$ cat config.mk
export PLATFORM = sky130hd
export DESIGN_NAME = bcd_to_bin_seq
export DESIGN_NICKNAME = d
export VERILOG_FILES = /design/src/rtl/bcd_to_bin_seq_pkg.sv /design/src/rtl/bcd_to_bin_seq_nibble_adj.sv /design/src/rtl/bcd_to_bin_seq.sv
export SDC_FILE = /design/constraint.sdc
export NUM_CORES = 1
export LEC_CHECK = 0
export BUFFER_PORTS_ARGS = -buffer_cell sky130_fd_sc_hd__buf_4
export CORE_UTILIZATION = 40
export CTS_CLUSTER_DIAMETER = 50
export DETAILED_ROUTE_END_ITERATION = 8
export PLACE_DENSITY = 0.61
export SLEW_MARGIN = 20
export SYNTH_ARGS = -nofsm -noshare
export SYNTH_HDL_FRONTEND = slang
export SYNTH_HIERARCHICAL = 1
export SYNTH_SLANG_ARGS = --single-unit
$ cat constraint.sdc
create_clock -name clk -period 1.42 [get_ports clk]
set_input_delay 0.142 -clock clk [delete_from_list [all_inputs] [get_ports clk]]
set_output_delay 0.142 -clock clk [all_outputs]
set_load 0.01 [all_outputs]
$ cat src/rtl/bcd_to_bin_seq_pkg.sv
// Shared definitions for the BCD <-> binary conversion blocks.
//
// Contents:
//   state_e        : converter FSM encoding (ST_IDLE, ST_SHIFT, ST_DONE)
//   BCD_DIGIT_MAX  : largest legal value of one BCD nibble
//   NIBBLE_ADJ_THR : a nibble at or above this value is corrected by -3
//   NIBBLE_ADJ_SUB : correction applied to such a nibble
package bcd_to_bin_seq_pkg;

  typedef enum logic [1:0] {
    ST_IDLE  = 2'd0,
    ST_SHIFT = 2'd1,
    ST_DONE  = 2'd2
  } state_e;

  localparam logic [3:0] BCD_DIGIT_MAX  = 4'd9;
  localparam logic [3:0] NIBBLE_ADJ_THR = 4'd8;
  localparam logic [3:0] NIBBLE_ADJ_SUB = 4'd3;

endpackage

$ cat src/rtl/bcd_to_bin_seq_nibble_adj.sv
// Reverse double-dabble nibble correction.
//
// After a right shift, a BCD nibble that received a '1' from the digit above
// holds (value + 8). The tens weight crossing the digit boundary is
// 10/2 = 5, not 8, so 3 is removed to restore a proper BCD digit.
//
// Ports:
//   in_i  [3:0] : nibble after the shift
//   out_o [3:0] : corrected nibble (in_i - 3 when in_i >= 8, else in_i)
module bcd_nibble_adj
  import bcd_to_bin_seq_pkg::*;
(
  input  logic [3:0] in_i,
  output logic [3:0] out_o
);

  assign out_o = (in_i >= NIBBLE_ADJ_THR) ? (in_i - NIBBLE_ADJ_SUB) : in_i;

endmodule

$ cat src/rtl/bcd_to_bin_seq.sv
// Iterative BCD-to-binary converter (reverse double-dabble), one result bit
// per clock. Shared between the alarm and clock-setting paths through a
// start/busy/done handshake.
//
// Handshake: a request is accepted on a rising edge where the FSM is idle and
// start=1; bcd_in is sampled on that edge only. busy is high from the cycle
// after acceptance up to and including the done cycle. done is a one-cycle
// pulse; bin_out/err are valid during it and hold until the next result.
// start while busy is dropped, not queued.
//
// Ports:
//   clk      : system clock
//   rst      : synchronous, active-high reset (aborts a conversion)
//   start    : conversion request, honoured only while idle
//   bcd_in   : packed BCD input, digit 0 in [3:0]
//   busy     : conversion in flight
//   done     : one-cycle result strobe
//   bin_out  : binary result (0 when err)
//   err      : some input nibble was above 9
//   state_o  : current FSM state, for observation
module bcd_to_bin_seq
  import bcd_to_bin_seq_pkg::*;
#(
  parameter int DIGITS = 2,
  parameter int BIN_W  = 7
) (
  input  logic                  clk,
  input  logic                  rst,
  input  logic                  start,
  input  logic [4*DIGITS-1:0]   bcd_in,
  output logic                  busy,
  output logic                  done,
  output logic [BIN_W-1:0]      bin_out,
  output logic                  err,
  output logic [1:0]            state_o
);

  localparam int BCD_W = 4 * DIGITS;
  localparam int CAT_W = BCD_W + BIN_W;
  localparam int CNT_W = $clog2(BIN_W + 1);
  localparam logic [CNT_W-1:0] CNT_LAST = CNT_W'(BIN_W - 1);

  state_e             state_q,   state_d;
  logic [BCD_W-1:0]   bcd_q,     bcd_d;
  logic [BIN_W-1:0]   bin_q,     bin_d;
  logic [CNT_W-1:0]   cnt_q,     cnt_d;
  logic [BIN_W-1:0]   bin_out_q, bin_out_d;
  logic               err_q,     err_d;

  // Datapath for one iteration: shift {bcd, bin} right, then correct every
  // BCD nibble in parallel.
  logic [CAT_W-1:0]   cat_shift;
  logic [BCD_W-1:0]   bcd_shift;
  logic [BIN_W-1:0]   bin_shift;
  logic [BCD_W-1:0]   bcd_adj;
  logic               in_bad;

  assign cat_shift = {bcd_q, bin_q} >> 1;
  assign bcd_shift = cat_shift[CAT_W-1:BIN_W];
  assign bin_shift = cat_shift[BIN_W-1:0];

  for (genvar g = 0; g < DIGITS; g++) begin : g_adj
    bcd_nibble_adj u_adj (
      .in_i  (bcd_shift[4*g +: 4]),
      .out_o (bcd_adj[4*g +: 4])
    );
  end

  // Any non-decimal nibble in the request.
  always_comb begin
    in_bad = 1'b0;
    for (int i = 0; i < DIGITS; i++) begin
      if (bcd_in[4*i +: 4] > BCD_DIGIT_MAX) in_bad = 1'b1;
    end
  end

  // Results are loaded on the edge entering DONE so that bin_out/err are
  // already valid while done is high.
  always_comb begin
    state_d   = state_q;
    bcd_d     = bcd_q;
    bin_d     = bin_q;
    cnt_d     = cnt_q;
    bin_out_d = bin_out_q;
    err_d     = err_q;
    unique case (state_q)
      ST_IDLE: begin
        if (start) begin
          bcd_d = bcd_in;
          bin_d = '0;
          cnt_d = '0;
          if (in_bad) begin
            state_d   = ST_DONE;
            bin_out_d = '0;
            err_d     = 1'b1;
          end else begin
            state_d   = ST_SHIFT;
          end
        end
      end
      ST_SHIFT: begin
        bcd_d = bcd_adj;
        bin_d = bin_shift;
        cnt_d = cnt_q + CNT_W'(1);
        if (cnt_q == CNT_LAST) begin
          state_d   = ST_DONE;
          bin_out_d = bin_shift;
          err_d     = 1'b0;
        end
      end
      ST_DONE: begin
        state_d = ST_IDLE;
      end
      default: begin
        state_d = ST_IDLE;
      end
    endcase
  end

  always_ff @(posedge clk) begin
    if (rst) begin
      state_q   <= ST_IDLE;
      bcd_q     <= '0;
      bin_q     <= '0;
      cnt_q     <= '0;
      bin_out_q <= '0;
      err_q     <= 1'b0;
    end else begin
      state_q   <= state_d;
      bcd_q     <= bcd_d;
      bin_q     <= bin_d;
      cnt_q     <= cnt_d;
      bin_out_q <= bin_out_d;
      err_q     <= err_d;
    end
  end

  assign busy    = (state_q != ST_IDLE);
  assign done    = (state_q == ST_DONE);
  assign bin_out = bin_out_q;
  assign err     = err_q;
  assign state_o = state_q;

endmodule

# ---- After elaboration in Yosys (flattened, before gate mapping)
# Cells that the tools add are included.
# Widths: inputs -> output; s select.
dict set report word_totals {
  ff_bits 28
  latch_bits 0
  ramBits 0
  rom_bits 0
  inputBits 11
  wordCells 47
  n_memories 0
}
dict set report classes {
  n_addsub 3
  mul 0
  n_div 0
  n_lt_le_gt_ge 4
  n_eq_ne 6
  shifts 0
  muxes 22
  bitwise_logic 0
  reduce_logical 6
}
# op n
set op_table {}
lappend op_table {{$mux 7} 4}
lappend op_table {{$pmux 7 s2} 2}
lappend op_table {{$pmux 8 s2} 1}
lappend op_table {{$gt 4x4->1 const B} 2}
lappend op_table {{$mux 4} 2}
lappend op_table {{$mux 8} 1}
lappend op_table {{$mux 2} 3}
lappend op_table {{$ne 2x2->1 const B} 3}
lappend op_table {{$pmux 3 s2} 1}
lappend op_table {{$mux 1} 5}
lappend op_table {{$ge 3x4->1 const B} 1}
lappend op_table {{$ge 4x4->1 const B} 1}
lappend op_table {{$pmux 2 s2} 1}
lappend op_table {{$reduce_and 2->1} 2}
lappend op_table {{$reduce_and 4->1} 1}
lappend op_table {{$reduce_bool 2->1} 2}
lappend op_table {{$sub 3x2->4 const B} 1}
lappend op_table {{$sub 4x2->4 const B} 1}
lappend op_table {{$add 3x1->3 const B} 1}
lappend op_table {{$eq 3x3->1 const B} 1}
lappend op_table {{$mux 3} 1}
lappend op_table {{$eq 2x1->1 const B} 1}
lappend op_table {{$eq 2x2->1 const B} 1}
lappend op_table {{$logic_not 2->1} 1}
lappend op_table {{$pmux 1 s2} 1}

# ---- Logic depth before layout (Yosys ltp)
# Gate-level depths: netlist of the first run.
dict set report depth {
  ltp_word 6
  depth_mapped 6
  ltp_nobuf 6
}

# ---- Hierarchy
# Netlist of the first run, hierarchy kept.
# mod n_inst cells_each area_per_inst_um2
set by_module_without_submodules {}
lappend by_module_without_submodules {bcd_to_bin_seq 1 142 1248.7}
lappend by_module_without_submodules {bcd_nibble_adj 2 11 76.3}

# ---- Worst setup path after synthesis of the first run
# No wires, ideal clock.
dict set report synth_timing {
  kind {reg-to-reg}
  startpoint {reg state_q[0] (netlist: state_o[0])}
  endpoint {reg err_q (netlist: err)}
  arrival_time_ns 1.326
  required_time_ns 1.354
  setup_slack_ns 0.028
  stages_incl_launch_ff 6
  synth_period_minus_slack_ns 1.392
  path_cell_list {dfxtp_1 buf_6 or3b_1 buf_6 a211o_1 a21oi_2}
}
dict set report synth_via {
  elab_chain_cells 3
  elab_cells_between_ends 8
}
# element line
set synth_lines {}
lappend synth_lines {{from (decl)} bcd_to_bin_seq.sv:43} ;# state_e state_q, state_d;
lappend synth_lines {{from (signal assigned)} bcd_to_bin_seq.sv:129} ;# state_q <= state_d;
lappend synth_lines {{$eq 2x1->1 or $logic_not 2->1 (tied branches)} bcd_to_bin_seq.sv:86} ;# unique case (state_q)
lappend synth_lines {{$ne 2x2->1 (no source line) or $reduce_bool 2->1 (tied branches)} n/a}
lappend synth_lines {{$reduce_and 4->1 (no source line)} n/a}
lappend synth_lines {{to (signal assigned)} bcd_to_bin_seq.sv:134} ;# err_q <= err_d;
lappend synth_lines {{to (decl)} bcd_to_bin_seq.sv:48} ;# logic err_q, err_d;
# Several ways; a longest one is shown, not always the timed one.
# A chain may end at the register's enable or synchronous reset.

# ---- Worst setup path after layout of the first run
dict set report layout_timing {
  startpoint {reg state_q[0] (netlist: state_o[0])}
  endpoint {out busy}
}
dict set report layout_via {
  elab_chain_cells 1
}
# element line
set layout_lines {}
lappend layout_lines {{$reduce_bool 2->1} bcd_to_bin_seq.sv:138} ;# assign busy = (state_q != ST_IDLE);
lappend layout_lines {{to (decl)} bcd_to_bin_seq.sv:31} ;# output logic busy,
# No other way between the ends.

==> key figures, run 1 <==
Worst hold path
  – Worst Hold End: state_o[0]$_SDFFE_PP0P_
  – Worst Hold Launch: start
  – Hold Path Class: primary input to register
  – Worst hold stages: 3

Job
  – Max-capacitance violation count: 0

Global route
  – Initial antenna violation count: 0
  – Vias in the first global route: 1180
  – Largest net degree at the start of global routing: 29
  – First-pass GRT wire length: between 5000 and 6000 um
  – Congestion Overflow GR: 0
  – GR Util All Layers: a little under a fifth

Worst setup path
  – Worst Setup Start Kind: register
  – Worst r2r src: cnt_q[0]$_SDFFE_PP0P_
  – Reg-to-reg slack, setup: 0.12 ns
  – FF-to-FF path depth: 5
  – Worst path max stage delay: around 0.4 ns
  – Crit Path Max Fanout: 10
  – Buf/Inv on CP: 3
  – Reg-to-reg endpoint: err$_SDFFE_PP0P_
  – Critical path, cell by cell: nor2_2 > buf_6 > inv_1 > buf_4
  – CP arrival: between 1 and 1.5 ns
  – Critical path depth in cells: 4
  – WP data required: between 1 and 1.5 ns
  – Top Family by Delay on Critical Path: flip-flops
  – Slowest CP cell: dfxtp_4
  – Kind of critical path: register to primary output
  – Crit. End Element: primary output

Pwr
  – Leak: 0.728 nW
  – Worst vdd ir: roughly 0.00052 V
  – PD cells: ~860 nW/um^2
  – Total power: about 1.5 mW

Cells and area
  – Nets@finish: ~210
  – Diode count: 0
  – Area Growth Syn to Fin: 22.2%
  – Share of cells above drive strength 1: a little under a quarter

Synth
  – Largest family of logic cells by synthesized area: simple AND/OR/NAND/NOR gates
  – Netlist cell types: 32
  – EDFF count, synth: 0
  – Post-synthesis sequential area ratio: just under 40%
  – Yosys warnings: 6
  – Top-area cell type share of the netlist area: approximately 39%
  – Xor-xnor portion of the synthesized cell area: ~2.5%
  – Top cells by area, synth: dfxtp_1 (39%), nand3_1 (7.5%), mux2i_1 (6.4%), ha_1 (5.4%), nor2b_1 (4.9%)
  – Share of synthesized registers carrying an async set or reset: 0%
  – Prevailing post-synth register cell: dfxtp_1
  – Most frequent cells after synthesis: dfxtp_1 (27), nand3_1 (21), nor2_1 (17)
  – Adder-Cell Fraction of Synth Area: roughly 5.4%
  – Synth area leader: dfxtp_1
  – Synth Register Bits: 27
  – Synth Area in Compound Gates: 14.3%
  – Synth Instances: 164
  – Cell with the most instances after synthesis: dfxtp_1
  – Avg Inst Size Synth: ~8.5 sq um
  – Cell Area, Synth: around 1400 sq um
  – Mux contribution to synthesized area: under 10%
  – Post-Synth Simple-Gate Area: 26.0%

STA
  – Final worst path period share: 93.7%
  – RSZ-0062 raised after global routing: false
  – Fmax: roughly 0.75 GHz
  – Endpoints failing setup: 0
  – Setup TNS: 0 ns
  – Post-layout minimum cycle time: ~1.3 ns
  – Final Hold Fails: 0
  – Clk_skew: approximately 0.007 ns
  – Pins over their slew limit: 0

Routing
  – Remaining DRCs: 0
  – Vias: 1248
  – Antenna Nets Post-Route: 0
  – Detailed-route wire length per cell: roughly 13 um
  – Initial DRC Count: 40
  – Router iterations before antenna repair: 4
  – Routed WL: between 3000 and 4000 um
  – Vias per cell: about 5.2

Clock network
  – CTS clk-pin slew, worst paths: 0.15 ns
  – Htree depth: 1
  – CTS tree: built
  – Root cell of the clock tree: clkbuf_4
  – CTS sink cnt: 27
  – Hold_buf cts: 0
  – Clk buf depth: 2
  – Clock Latency Late Sink: 0.32 ns
  – Num CTS Buffers: 3

Floorplanning
  – Initial Util: between 40% and 50%
  – Total die area: between 3000 and 4000 sq um
  – Die height: approximately 61 um
  – Num rows: 21
  – Core area: roughly 3300 sq um
  – I/O Pins: 23
  – Die Wd: a little over 60 um

Place
  – I/O Buffers: 22
  – Gpl congestion: about 0.77
  – Post-DP HPWL: around 2200 um

Outcome
  – Status: complete, no violations
## stage by stage
stage / cell area, sq um / worst slack [ns] / std cells / utilization, % / hold WS [ns]
4_1_cts: 1660 / 0.00577 / 236 / 49.6 / 0.0729
3_5_place_dp: 1630 / 0.0148 / 232 / 48.7 / 0.453
3_3_place_gp: 1630 / 0.114 / 232 / 48.7 / 0.445
5_1_grt: 1710 / 0.0119 / 239 / 51.3 / 0.0791
2_1_floorplan: 1420 / 0.0281 / 168 / - / 0.296
6_report: 1710 / 0.0896 / 239 / 51.3 / 0.0949
## worst max-delay path by stage
stage	from	to	slack, ns
global route	state_o[0]$_SDFFE_PP0P_	busy	0.01
detailed placement	state_o[0]$_SDFFE_PP0P_	bcd_q[6]$_SDFFE_PP0P_	0.01
CTS	state_o[1]$_SDFFE_PP0P_	busy	0.006
floorplan	state_o[0]$_SDFFE_PP0P_	err$_SDFFE_PP0P_	0.03
finish	state_o[0]$_SDFFE_PP0P_	busy	0.09
global placement	state_o[0]$_SDFFE_PP0P_	bcd_q[6]$_SDFFE_PP0P_	0.11
## timing repair
| action | 4_1_cts | 5_1_grt |
|---|---|---|
| setup endpoints to repair | 2 | 12 |
| setup buffers | 0 | 3 |
| gates resized for setup | 2 | 10 |
## cells by family after synthesis
| family | after synthesis |
|---|---|
| other | 1 |
| AND/OR/NAND/NOR | 69 |
| buffers and inverters | 19 |
| AO/OA/AOI/OAI | 29 |
| flip-flops | 27 |
| adder cells (fa/ha/maj) | 6 |
| XOR/XNOR | 4 |
| multiplexers | 9 |
## worst min-delay path, cell delays in order
cell	delay [ns]
buf_4	0.13
nand4_1	0.06
a21oi_1	0.06
## final cells by class
cell class              instances  area (sq um)
multi-input cells             122           793
clock inverters                 1          5.00
flip-flops and latches         27           552
fillers                       316          1620
inverters                       9          33.8
clock buffers                   3          22.5
well taps                      46          57.6
repair buffers                 31           249
## cells in the final DEF, fill, tap and decap left out, types with 3 or more instances in the layout
| cell | netlist | layout |
|---|---|---|
| nor2_1 | 17 | 16 |
| dfxtp_1 | 27 | 22 |
| nor2b_1 | 11 | 11 |
| a21oi_1 | 4 | 4 |
| mux2i_1 | 9 | 9 |
| clkbuf_4 | 0 | 3 |
| ha_1 | 6 | 5 |
| nand4_1 | 8 | 8 |
| o21ai_0 | 3 | 3 |
| dfxtp_2 | 0 | 3 |
| a22oi_1 | 7 | 7 |
| buf_4 | 0 | 29 |
| nand2_1 | 4 | 4 |
| inv_1 | 9 | 9 |
| nand3_1 | 21 | 21 |
| a211oi_1 | 9 | 9 |
| conb_1 | 1 | 5 |
## sequential cells by signal (all words and copies together), names as in the netlist
signal / cells
bcd_q: 8
bin_out: 7
bin_q: 6
cnt_q: 3
err: 1
state_o: 2
## power breakdown
| group | leakage [nW] | switching, mW | internal, mW | total, mW |
|---|---|---|---|---|
| Clock | 0.0177 | 0.227 | 0.106 | 0.332 |
| Combinational | 0.488 | 0.159 | 0.140 | 0.299 |
| Sequential | 0.223 | 0.0446 | 0.795 | 0.839 |
| Total | 0.728 | 0.430 | 1.04 | 1.47 |
## routing by layer
layer  share of wire, %  global-route usage, %  vias to the layer above
met1                 48                   24.4                      588
met4                1.4                   5.52                        0
met2                 46                   30.7                       28
met3                4.2                   4.62                        4
li1                   -                      -                      628
met5                  0                      0                        -
(Power assumes the default switching activity.)
==> run 2, diff against run 1 <==
GPL_TIMING_DRIVEN = 0   (was unset)
PLACE_DENSITY = 0.62   (was 0.61)
SYNTH_HIERARCHICAL = unset   (was 1)
==> key figures, run 2 <==
STA
  – RSZ-0062 raised after global routing: true
  – Hold WS: 0.101 ns (+0.00572 ns)
  – Post-layout minimum cycle time: 1.39 ns (+0.0595 ns)
  – Clk_skew: 0.00310 ns (-0.00404 ns)
  – Fmax: 0.719 GHz (-4.3%)
  – Worst setup margin: 0.0301 ns (-0.0595 ns)
  – Tightest Pin Transition: around 0.64 ns
  – Endpoints failing setup: 0 (unchanged)
  – Final Hold Fails: 0 (unchanged)
  – Final worst path period share: 97.9% (+4.2 points)
  – Pins over their slew limit: 0 (unchanged)
  – Rel. slew slack: roughly 57%

Global route
  – GR Util All Layers: 19.3% (+0.58 points)
  – Vias in the first global route: 1041 (-12%)
  – Largest net degree at the start of global routing: 15 (-48%)
  – First-pass GRT wire length: 5010 um (-4.4%)
  – Initial antenna violation count: 0 (unchanged)
  – Congestion Overflow GR: 0 (unchanged)

Pwr
  – Seq pwr share: 55.7% (-1.4 points)
  – Leak: 0.659 nW (-9.5%)
  – Worst vdd ir: 0.000441 V (-15%)
  – Combinational Power Share: 21.4% (+1.1 points)
  – Sw frac: 28.6% (-0.66 points)
  – Pint: 1.05 mW (+0.66%)
  – PD cells: 871 nW/um^2 (+1.5%)
  – Psw: 0.420 mW (-2.5%)
  – Clock network power share: 22.9% (+0.3 points)

Worst setup path
  – Slowest CP cell: dfxtp_2
  – CP arrival: 1.63 ns (+0.44 ns)
  – Crit Path Max Fanout: 6 (-4)
  – WP data required: 1.66 ns (+0.38 ns)
  – Kind of critical path: register to register
  – Critical path, cell by cell: inv_2 > ha_4 > and4b_4 > buf_6 > nand2_2 > a311oi_2
  – Worst Setup Start Kind: register
  – Worst path max stage delay: 0.35 ns (-0.06 ns)
  – Crit. End Element: register

Synth
  – Post-synthesis sequential area ratio: 41.8% (+3.2 points)
  – Prevailing post-synth register cell: dfxtp_1
  – EDFF count, synth: 0 (unchanged)
  – Yosys warnings: 0 (-6)
  – Most frequent cells after synthesis: dfxtp_1 (27), nor2_1 (15), nand2_1 (12)
  – Synth Register Bits: 27 (unchanged)
  – Top-area cell type share of the netlist area: 41.8% (+3.2 points)
  – Share of synthesized registers carrying an async set or reset: 0% (unchanged)
  – Cell with the most instances after synthesis: dfxtp_1
  – Synth Instances: 143 (-13%)
  – Cell Area, Synth: 1290 sq um (-7.7%)
  – Netlist cell types: 35 (+9.4%)
  – Syn Nets: around 160
  – Synth area leader: dfxtp_1
  – Top cells by area, synth: dfxtp_1 (42%), a311oi_1 (4.7%), nor2_1 (4.4%), a21oi_1 (4.3%), a22oi_1 (4.1%)
  – Avg Inst Size Synth: 9.05 sq um (+5.9%)

Cells and area
  – Finished Layout Cells: 218 (-8.8%)
  – Diode count: 0 (unchanged)
  – Nets@finish: 190 (-10%)
  – Highest-count cells in the layout ignoring fill and taps: buf_4 (29), dfxtp_1 (21), nor2_1 (15)
  – Largest reg by FF count: bcd_q
  – Most common cell after layout, fill and taps aside: buf_4
  – Share of cells above drive strength 1: 37.4% (+14 points)
  – Area Growth Syn to Fin: 30.1%
  – Max reg flops: 8 (unchanged)

Clock network
  – Clk buf depth: 2 (unchanged)
  – Clock Latency Late Sink: 0.32 ns (about the same)
  – Htree depth: 1 (unchanged)
  – Root cell of the clock tree: clkbuf_4
  – CTS sink cnt: 27 (unchanged)
  – Hold_buf cts: 0 (unchanged)
  – CTS clk-pin slew, worst paths: 0.14 ns (about the same)
  – CTS tree: built
  – Num CTS Buffers: 3 (unchanged)

Routing
  – Detailed-route wire length per cell: 14.7 um (+14%)
  – Initial DRC Count: 49 (+23%)
  – Router iterations before antenna repair: 4 (unchanged)
  – Vias: 1155 (-7.5%)
  – Antenna Nets Post-Route: 0 (unchanged)
  – Vias per cell: 5.30 (+1.5%)
  – Remaining DRCs: 0 (unchanged)
  – Routed WL: 3210 um (+3.5%)

Place
  – I/O Buffers: 20 (-9.1%)
  – DP Cell Count: 207 (-11%)
  – Minimum setup slack after placement: -0.147 ns (-0.162 ns)
  – Gpl congestion: 0.798 (+4.2%)
  – Post-DP HPWL: 2070 um (-7.3%)

Job
  – Max-capacitance violation count: 0 (unchanged)

Floorplanning
  – I/O Pins: 23 (unchanged)
  – Die Wd: 58.9 um (-3.8%)
  – Die height: 58.9 um (-3.8%)
  – Core area: 3050 sq um (-8.5%)
  – Num rows: 20 (-4.8%)
  – Initial Util: 42.4% (+0.38 points)
  – Total die area: 3470 sq um (-7.4%)

Worst hold path
  – Hold Path Class: primary input to register

Outcome
  – Status: complete, no violations
==> run 2: through the flow <==
stage / total power [mW] / cell area [sq um] / util, % / setup TNS [ns]
3_5_place_dp: 1.10 / 1500 / 49.1 / -0.916
6_report: 1.47 / 1680 / 55.1 / 0
5_1_grt: 1.54 / 1680 / 55.1 / -0.0000618
4_1_cts: 1.46 / 1630 / 53.3 / -0.00305
3_3_place_gp: 1.09 / 1500 / 49.1 / -0.720
2_1_floorplan: 1.01 / 1290 / - / 0
==> run 2: cells by family (layout without fill, tap and decap cells) <==
logic type      count (synthesis)  count (layout)  synth area share [%]
compound gates                 47              47                  26.0
simple gates                   41              41                  15.7
flops                          27              27                  41.8
buf+inv                        18              49                  8.12
fa+ha+maj                       4               4                  3.87
mux                             4               4                  3.19
xor+xnor                        2               2                  1.35
==> run 2: power by group through the flow <==
stage | registers, mW | logic [mW] | clock network (mW)
floorplan | 0.835 | 0.178 | 0
global placement | 0.838 | 0.256 | 0
CTS | 0.818 | 0.298 | 0.345
detailed placement | 0.840 | 0.262 | 0
finish | 0.817 | 0.314 | 0.335
global route | 0.822 | 0.340 | 0.378
==> run 2: timing repair <==
item	in CTS	in global routing
endpoints found under the setup margin	10	13
pin swaps	3	5
cloned	1	0
resized for setup	16	14
buffers inserted	7	1
==> run 2: path summary, 6_finish.rpt <==
| check | from | slack, ns | endpoint | cells after the start |
|---|---|---|---|---|
| worst max-delay path | cnt_q[0]$_SDFFE_PP0P_ | 0.03 | bin_out[4]$_SDFFE_PP0P_ | 6 |
| worst min-delay path | bcd_in[3] | 0.10 | bcd_q[3]$_SDFFE_PP0P_ | 3 |
| worst max register to register | cnt_q[0]$_SDFFE_PP0P_ | 0.03 | bin_out[4]$_SDFFE_PP0P_ | 6 |
| worst min register to register | bcd_q[7]$_SDFFE_PP0P_ | 0.48 | bcd_q[7]$_SDFFE_PP0P_ | 2 |
==> run 2: area by class of cell <==
cell class                 count  area [sq um]
fill                         287          1370
multi-input combinational     98           729
sequential                    27           551
timing repair buffer          29           225
buffer                        10          70.1
tap                           44          55.1
clock buffer                   4          26.3
inverter                       6          26.3
==> run 2: per-layer routing <==
layer	vias up	track usage, %	wire length (um)
li1	576	-	-
met1	553	24.1	1450
met2	21	34.7	1620
met5	-	0	0
met3	5	1.98	102
met4	0	6.12	40
==> run 2: worst max-delay path, delay by kind of cell, from the launching register on <==
family	cells	cell delay, ns
AO/OA/AOI/OAI	1	0.28
flip-flops	1	0.35
AND/OR/NAND/NOR	2	0.34
adder cells (fa/ha/maj)	1	0.12
buffers and inverters	2	0.20
==> run 3, diff against run 2 <==
CORE_UTILIZATION = 49   (was 40)
PLACE_DENSITY = 0.73   (was 0.62)
==> key figures, run 3 (same netlist as run 2, synthesis figures left out) <==
STA
  – Final worst path period share: 97.6% (-0.28 points)
  – Clk_skew: 0.00510 ns (+0.00199 ns)
  – Setup TNS: 0 ns (unchanged)
  – Post-layout minimum cycle time: 1.39 ns (-0.00404 ns)
  – Tightest Pin Transition: 0.615 ns (-0.0293 ns)
  – Endpoints failing setup: 0 (unchanged)
  – Final Hold Fails: 0 (unchanged)
  – Pins over their slew limit: 0 (unchanged)
  – Fmax: 0.722 GHz (+0.29%)
  – Rel. slew slack: 59.0% (+2.0 points)

Routing
  – Router iterations before antenna repair: 4 (unchanged)
  – Remaining DRCs: 0 (unchanged)
  – Antenna Nets Post-Route: 0 (unchanged)
  – Vias: 1150 (-0.43%)
  – Vias per cell: 5.58 (+5.4%)
  – Detailed-route wire length per cell: 15.5 um (+5.0%)
  – Routed WL: 3190 um (-0.75%)
  – Initial DRC Count: 29 (-41%)

Floorplanning
  – Initial Util: 52.2% (+9.8 points)
  – Die height: 53.4 um (-9.3%)
  – Die Wd: 53.4 um (-9.3%)
  – I/O Pins: 23 (unchanged)
  – Total die area: 2850 sq um (-18%)
  – Num rows: 18 (-10%)
  – Core area: 2480 sq um (-19%)

Worst setup path
  – Critical path, cell by cell: buf_4 > buf_4 > ha_1 > nor2b_1 > xnor2_1 > a221oi_1
  – CP arrival: 1.62 ns (about the same)
  – Worst path max stage delay: 0.35 ns (about the same)
  – Buf/Inv on CP: 2 (unchanged)
  – Crit. End Element: register
  – CP most frequent cell: buf_4
  – Slowest CP cell: dfxtp_2
  – WP data required: 1.65 ns (about the same)
  – Kind of critical path: register to register
  – FF-to-FF path depth: 6 (unchanged)
  – Critical path depth in cells: 6 (unchanged)
  – Top Family by Delay on Critical Path: flip-flops
  – Reg-to-reg slack, setup: 0.03 ns (about the same)
  – Crit Path Max Fanout: 4 (-2)
  – Worst Setup Start Kind: register

Global route
  – Vias in the first global route: 1087 (+4.4%)
  – GR Util All Layers: 24.6% (+5.3 points)
  – Congestion Overflow GR: 0 (unchanged)
  – Initial antenna violation count: 0 (unchanged)
  – Largest net degree at the start of global routing: 16 (+1)
  – First-pass GRT wire length: 5000 um (-0.28%)

Pwr
  – Psw: 0.430 mW (+2.5%)
  – PD cells: 890 nW/um^2 (+2.1%)
  – Pint: 1.05 mW (+0.79%)
  – Worst vdd ir: 0.000593 V (+35%)
  – Seq pwr share: 55.4% (-0.3 points)
  – Sw frac: 29.0% (+0.35 points)
  – Combinational Power Share: 22.3% (+0.9 points)
  – Leak: 0.670 nW (+1.6%)
  – Clock network power share: 22.4% (-0.5 points)

Clock network
  – Num CTS Buffers: 3 (unchanged)
  – Clk buf depth: 2 (unchanged)
  – CTS clk-pin slew, worst paths: 0.14 ns (about the same)
  – Htree depth: 1 (unchanged)
  – Clock Latency Late Sink: 0.32 ns (about the same)
  – Hold_buf cts: 0 (unchanged)
  – Root cell of the clock tree: clkbuf_4
  – CTS sink cnt: 27 (unchanged)
  – CTS tree: built

Cells and area
  – Final core occ: 67.4% (+12 points)
  – Max reg flops: 8 (unchanged)
  – Share of cells above drive strength 1: 38.1% (+0.71 points)
  – Design area: 1670 sq um (-0.82%)
  – Nets@finish: 192 (+1.1%)
  – Finished Layout Cells: 206 (-5.5%)
  – Area Growth Syn to Fin: 29.0%
  – Diode count: 0 (unchanged)
  – Largest reg by FF count: bcd_q
  – Highest-count cells in the layout ignoring fill and taps: buf_4 (32), dfxtp_1 (21), nor2_1 (15)
  – Most common cell after layout, fill and taps aside: buf_4

Place
  – I/O Buffers: 20 (unchanged)
  – Post-DP HPWL: 2000 um (-3.6%)
  – Area post-placement: 1480 sq um (-1.2%)
  – Gpl congestion: 0.772 (-3.3%)
  – DP Cell Count: 193 (-6.8%)

Worst hold path
  – Worst hold stages: 3 (unchanged)
  – Hold Path Class: primary input to register

Outcome
  – Status: complete, no violations

Job
  – Max-capacitance violation count: 0 (unchanged)
[run 3: through the flow]
stage	setup WS, ns	hold slack (ns)	total power, mW
6_report	0.0342	0.104	1.49
2_1_floorplan	0.000871	0.313	1.01
3_3_place_gp	-0.0887	0.441	1.09
5_1_grt	-0.0170	0.0870	1.56
4_1_cts	0.00674	0.0975	1.45
3_5_place_dp	-0.125	0.443	1.10
[run 3: worst paths after layout]
path / startpoint / endpoint
worst max register to register: bcd_q[2]$_SDFFE_PP0P_ / bcd_q[2]$_SDFFE_PP0P_
worst max-delay path: bcd_q[2]$_SDFFE_PP0P_ / bcd_q[2]$_SDFFE_PP0P_
worst min-delay path: bcd_in[3] / bcd_q[3]$_SDFFE_PP0P_
worst min register to register: err$_SDFFE_PP0P_ / err$_SDFFE_PP0P_
[run 3: cell type report]
| type | instances | area [sq um] |
|---|---|---|
| fillers | 209 | 808 |
| clock buffers | 3 | 22.5 |
| flip-flops and latches | 27 | 548 |
| multi-input cells | 98 | 723 |
| plain buffers | 10 | 70.1 |
| clock inverters | 1 | 5.00 |
| inverters | 6 | 26.3 |
| well taps | 30 | 37.5 |
| repair buffers | 31 | 236 |
[run 3: timing repair]
item                       CTS  global route
pin swaps                    3             7
setup endpoints to repair   10             9
gates cloned                 1             0
setup buffers                7             3
resized for setup           14            12
[run 3: tightest hold or removal path, delay by kind of cell]
family,cells,cell delay [ns]
AO/OA/AOI/OAI,1,0.06
buffers and inverters,1,0.11
AND/OR/NAND/NOR,1,0.07
[run 3: power groups by stage]
stage / combinational (mW) / sequential, mW / clock, mW
after floorplan: 0.178 / 0.835 / 0
after global placement: 0.252 / 0.838 / 0
after detailed placement: 0.258 / 0.840 / 0
after CTS: 0.296 / 0.819 / 0.339
after global routing: 0.360 / 0.826 / 0.371
final: 0.331 / 0.822 / 0.332
[run 3: metal layers]
metal,GRT usage (%),routed length [um],vias up
li1,-,-,576
met1,30.5,1500,555
met2,41.9,1580,17
met3,3.74,83,2
met4,10.1,20,0
met5,0,0,-
